===== src/rtl/dco_freq_meter_if.sv =====
// dco_freq_meter_if: control, oscillator and result signals of the DCO frequency meter
interface dco_freq_meter_if #(
    parameter int CNT_W = 16
);
    logic             osc_in;
    logic             start;
    logic             cont;
    logic             busy;
    logic [CNT_W-1:0] count;
    logic             count_valid;
    logic             overflow;
    modport master (output osc_in, start, cont, input busy, count, count_valid, overflow);
    modport slave  (input osc_in, start, cont, output busy, count, count_valid, overflow);
endinterface


===== src/rtl/dco_freq_meter.sv =====
// dco_freq_meter: counts synchronised osc_in rising edges over a GATE_CYCLES clk window
module dco_freq_meter #(
    parameter int GATE_CYCLES = 256,
    parameter int CNT_W       = 16,
    parameter int SYNC_STAGES = 2
) (
    input  logic            clk,
    input  logic            reset,
    dco_freq_meter_if.slave bus
);
    localparam int GW = $clog2(GATE_CYCLES);
    typedef enum logic [1:0] {IDLE, GATE, DONE} state_t;
    state_t                 state;
    logic [SYNC_STAGES-1:0] sync;
    logic                   hist;
    logic                   rise;
    logic                   ovf_int;
    logic [GW-1:0]          gate_cnt;
    logic [CNT_W-1:0]       edge_cnt;
    assign rise = sync[SYNC_STAGES-1] & ~hist;
    always_ff @(posedge clk) begin
        if (reset) begin
            sync            <= '0;
            hist            <= 1'b0;
            state           <= IDLE;
            gate_cnt        <= '0;
            edge_cnt        <= '0;
            ovf_int         <= 1'b0;
            bus.busy        <= 1'b0;
            bus.count       <= '0;
            bus.count_valid <= 1'b0;
            bus.overflow    <= 1'b0;
        end else begin
            // the input path keeps running across windows so no false edge appears at a window start
            sync            <= {sync[SYNC_STAGES-2:0], bus.osc_in};
            hist            <= sync[SYNC_STAGES-1];
            bus.count_valid <= 1'b0;
            case (state)
                IDLE: begin
                    if (bus.start | bus.cont) begin
                        state    <= GATE;
                        bus.busy <= 1'b1;
                        gate_cnt <= '0;
                        edge_cnt <= '0;
                        ovf_int  <= 1'b0;
                    end
                end
                GATE: begin
                    gate_cnt <= gate_cnt + 1'b1;
                    if (rise) begin
                        if (&edge_cnt) ovf_int <= 1'b1;
                        else edge_cnt <= edge_cnt + 1'b1;
                    end
                    if (gate_cnt == GW'(GATE_CYCLES - 1)) state <= DONE;
                end
                DONE: begin
                    bus.count       <= edge_cnt;
                    bus.overflow    <= ovf_int;
                    bus.count_valid <= 1'b1;
                    state           <= bus.cont ? GATE : IDLE;
                    bus.busy        <= bus.cont;
                    gate_cnt        <= '0;
                    edge_cnt        <= '0;
                    ovf_int         <= 1'b0;
                end
                default: state <= IDLE;
            endcase
        end
    end
endmodule


===== src/flat_wrapper.sv =====
// flat-port wrapper written by rule: the top's interface ports become plain ports
module dco_freq_meter_flat 
#(
    parameter int GATE_CYCLES = 256,
    parameter int CNT_W       = 16,
    parameter int SYNC_STAGES = 2
)
  (clk, reset, bus_osc_in, bus_start, bus_cont, bus_busy, bus_count, bus_count_valid, bus_overflow);
  dco_freq_meter_if #(.CNT_W(CNT_W)) bus_i ();
  input  logic clk;
  input  logic reset;
  input wire logic [$bits(bus_i.osc_in)-1:0] bus_osc_in;
  input wire logic [$bits(bus_i.start)-1:0] bus_start;
  input wire logic [$bits(bus_i.cont)-1:0] bus_cont;
  output wire logic [$bits(bus_i.busy)-1:0] bus_busy;
  output wire logic [$bits(bus_i.count)-1:0] bus_count;
  output wire logic [$bits(bus_i.count_valid)-1:0] bus_count_valid;
  output wire logic [$bits(bus_i.overflow)-1:0] bus_overflow;
  assign bus_i.osc_in = bus_osc_in;
  assign bus_i.start = bus_start;
  assign bus_i.cont = bus_cont;
  assign bus_busy = bus_i.busy;
  assign bus_count = bus_i.count;
  assign bus_count_valid = bus_i.count_valid;
  assign bus_overflow = bus_i.overflow;
  dco_freq_meter #(.GATE_CYCLES(GATE_CYCLES), .CNT_W(CNT_W), .SYNC_STAGES(SYNC_STAGES)) u_core (.clk(clk), .reset(reset), .bus(bus_i));
endmodule

===== config.mk =====
export PLATFORM = sky130hd
export DESIGN_NAME = dco_freq_meter_flat
export DESIGN_NICKNAME = d
export VERILOG_FILES = /design/src/rtl/dco_freq_meter_if.sv /design/src/rtl/dco_freq_meter.sv /design/src/flat_wrapper.sv
export SDC_FILE = /design/constraint.sdc
export NUM_CORES = 1
export LEC_CHECK = 0
export ABC_AREA = 1
export CORE_MARGIN = 5
export CORE_UTILIZATION = 30
export CTS_CLUSTER_DIAMETER = 50
export CTS_CLUSTER_SIZE = 24
export DETAILED_ROUTE_END_ITERATION = 8
export SLEW_MARGIN = 20
export SYNTH_ARGS = -nofsm -noshare
export SYNTH_HDL_FRONTEND = slang
export SYNTH_SLANG_ARGS = --single-unit

===== constraint.sdc =====
create_clock -name clk -period 2.2 [get_ports clk]
set_clock_uncertainty 0.05 [all_clocks]
set_input_delay 0.22 -clock clk [delete_from_list [all_inputs] [get_ports clk]]
set_output_delay 0.22 -clock clk [all_outputs]
set_load 0.01 [all_outputs]

==> impl_metrics.env <==
export IMPL_cts_num_sinks=49
export IMPL_rows=32
export IMPL_relSlewSlack_pct=60.8
export IMPL_grt_first_pass_wirelength_um=9880
export IMPL_r2r_start="u_core.edge_cnt[1]$_SDFFE_PP0P_"
export IMPL_num_vias=2163
export IMPL_via_per_inst=4.60
export IMPL_hold_viol=0
export IMPL_yosys_warnings=0
export IMPL_cp_max_fo=10
export IMPL_numPortBuffers=23
export IMPL_p_leak_nw=1.31
export IMPL_worst_pin_slew_ns=0.587
export IMPL_synth_distinct_cells=31
export IMPL_die_area_um2=10000
export IMPL_power_density_nw_per_um2=662
export IMPL_die_w_um=100
export IMPL_end_kind="register"
export IMPL_grt_max_degree=34
export IMPL_setup_viol=0
export IMPL_drive_above_1_share_pct=12.2
export IMPL_gp_congestion=0.861
export IMPL_drv_cap=0
export IMPL_critPathLaunchType="register"
export IMPL_coreArea_um2=7810
export IMPL_status="completed"
export IMPL_rsz0062_at_grt="false"
export IMPL_cts_root_buffer="clkbuf_8"
export IMPL_period_needed_ns=1.93
export IMPL_synth_ff_latch_count=49
export IMPL_min_to="u_core.sync[1]$_SDFF_PP0_"
export IMPL_antenna_found_initial=0
export IMPL_cts_buffer_depth=2
export IMPL_clock_latency_ns=0.30
export IMPL_cts_buffers=5
export IMPL_drt_iter0_drc=97
export IMPL_max_freq_mhz=519
export IMPL_h_tree_depth=2
export IMPL_synth_fp_nets=349
export IMPL_power_mw=1.89
export IMPL_syn_to_final_growth_pct=17.4
export IMPL_cts_setup_buffers=0
export IMPL_wl_per_cell_um=12.0
export IMPL_finalMaxSlewViolations=0
export IMPL_cts_tree="built"
export IMPL_ant_nets=0
export IMPL_wl_um=5660
export IMPL_arrival_ns=2.08
export IMPL_min_path_cells=2
export IMPL_irDropWorstVdd_mv=0.227
export IMPL_die_y_um=100
export IMPL_r2r_setup_slack_ns=0.27
export IMPL_syn_area_per_cell_um2=7.13
export IMPL_min_from="u_core.sync[0]$_SDFF_PP0_"
export IMPL_start_util_pct=31.2
export IMPL_r2r_cells=10
export IMPL_finalCritPeriodShare_pct=87.6
export IMPL_worstSetupPathType="register to register"
export IMPL_cts_hold_buf=0
export IMPL_finalSetupTns_ns=0
export IMPL_io_pins=24
export IMPL_clk_pin_slew_ns=0.09
export IMPL_grt_pass1_vias=2083
export IMPL_first_pass_iters=4
export IMPL_diodes=0
export IMPL_dp_hpwl_um=4160
export IMPL_yosysSeqAreaShare_pct=40.2
export IMPL_hold_class="register to register"
export IMPL_grt_usage_pct=12.2
export IMPL_nNetsFinal=374
export IMPL_drc=0
export IMPL_synth_area_um2=2440
export IMPL_r2r_end="u_core.edge_cnt[13]$_SDFFE_PP0P_"
export IMPL_critical_path_required_ns=2.35
export IMPL_syn_instance_count=342
export IMPL_grt_overflow_total=0
[worst max-delay path, stage by stage (launching register included)]
cell and delay [ns]:
dfxtp_1 0.44, ha_1 0.29, nand2_2 0.10, nor2_4 0.15, nand2_4 0.10, nor2_8 0.12, nand3_2 0.20, nand2_4 0.20
nand2_1 0.07, nand2_1 0.06, inv_1 0.03
[how the worst max path moves through the flow]
stage                                          startpoint                               end  slack (ns)  cells after the start
after global placement                              reset   u_core.edge_cnt[5]$_SDFFE_PP0P_        0.23                      6
final                     u_core.edge_cnt[1]$_SDFFE_PP0P_  u_core.edge_cnt[13]$_SDFFE_PP0P_        0.27                     10
after floorplan           u_core.edge_cnt[1]$_SDFFE_PP0P_  u_core.edge_cnt[12]$_SDFFE_PP0P_        0.62                     10
after global routing      u_core.edge_cnt[1]$_SDFFE_PP0P_  u_core.edge_cnt[11]$_SDFFE_PP0P_        0.11                     10
after detailed placement                            reset   u_core.edge_cnt[5]$_SDFFE_PP0P_        0.19                      6
after CTS                    u_core.state[0]$_SDFFE_PP0P_   u_core.edge_cnt[5]$_SDFFE_PP0P_        0.21                      6
[metrics by stage]
step	cells	utilization (%)	hold WS [ns]	area (um2)	worst slack (ns)
5_1_grt	470	36.7	0.391	2860	0.107
2_1_floorplan	342	-	0.277	2440	0.622
3_5_place_dp	462	35.6	0.356	2780	0.193
6_report	470	36.7	0.364	2860	0.273
4_1_cts	470	36.6	0.369	2860	0.207
3_3_place_gp	462	35.6	0.356	2780	0.231
[timing repair]
item | in CTS | in global routing
resized for setup | 0 | 1
setup endpoints to repair | 0 | 3
endpoints found under the hold margin | 0 | 0
[power breakdown]
group	total [mW]	switching, mW	internal (mW)	leakage (nW)
Clock	0.522	0.296	0.225	0.0385
Combinational	0.395	0.244	0.151	0.871
Sequential	0.978	0.0348	0.943	0.398
Total	1.89	0.575	1.32	1.31
[layout by cell type, fill, tap and decap left out, types with 2 or more instances in the layout]
master	n
nor2_1	33
clkbuf_1	2
nor2_2	4
nand2_4	5
inv_1	48
nor2_4	2
buf_4	4
dfxtp_1	49
nand3_1	27
nor2_8	3
clkbuf_8	5
nand2_1	71
clkdlybuf4s50_1	23
inv_2	3
a21oi_1	23
nand2_2	13
nand4_1	6
ha_1	2
o21ai_0	31
[cells by family (layout without fill, tap and decap cells)]
| kind of cell | after synthesis | after routing | share of synthesized area, % |
|---|---|---|---|
| buffers and inverters | 61 | 87 | 10.3 |
| and+or+nand+nor | 169 | 169 | 34.8 |
| DFF | 49 | 49 | 40.2 |
| adders and majority gates | 2 | 2 | 1.03 |
| AOI/OAI and AO/OA | 61 | 61 | 13.7 |
[Yosys cell counts]
cell type | n | area, um2
o21bai_1 | 1 | 7.51
nor2_8 | 3 | 60.1
buf_2 | 3 | 15.0
nor2_2 | 2 | 12.5
nand3b_1 | 1 | 7.51
nand3_2 | 1 | 10.0
a21oi_1 | 23 | 115
dfxtp_1 | 49 | 981
nor2_4 | 2 | 22.5
inv_2 | 3 | 11.3
nor3_4 | 1 | 16.3
o211ai_1 | 1 | 7.51
ha_1 | 2 | 25.0
o21ai_4 | 1 | 16.3
or2_2 | 1 | 6.26
inv_1 | 48 | 180
nand2_2 | 13 | 81.3
o31ai_1 | 1 | 7.51
nand4_1 | 6 | 37.5
a22oi_1 | 1 | 7.51
inv_4 | 1 | 6.26
nand2_4 | 5 | 56.3
buf_6 | 2 | 22.5
nand3_1 | 27 | 135
clkbuf_1 | 4 | 15.0
o21ai_0 | 31 | 155
a211oi_1 | 1 | 7.51
nor3_1 | 1 | 5.00
a32o_1 | 1 | 10.0
nand2_1 | 71 | 267
nor2_1 | 35 | 131
[registers in the layout, indices dropped and copies added, names as in the netlist]
signal                  cells
u_core.bus.count           16
u_core.gate_cnt             8
u_core.ovf_int              1
u_core.bus.overflow         1
u_core.state                2
u_core.sync                 2
u_core.bus.count_valid      1
u_core.bus.busy             1
u_core.hist                 1
u_core.edge_cnt            16
[metal layers]
layer | wire length (um) | up-vias | track usage (%)
met1 | 2790 | 980 | 16.7
met2 | 2580 | 39 | 18.5
met3 | 217 | 8 | 3.06
met5 | 0 | - | 0
met4 | 78 | 0 | 4.15
li1 | - | 1136 | -
[final cells by class]
type	instances	area, um2
clock inverters	1	7.51
repair buffers	27	260
fillers	832	4940
inverters	52	198
clock buffers	7	76.3
flip-flops and latches	49	981
multi-input cells	232	1210
well taps	102	128
Power figures use the tool's default switching activity.
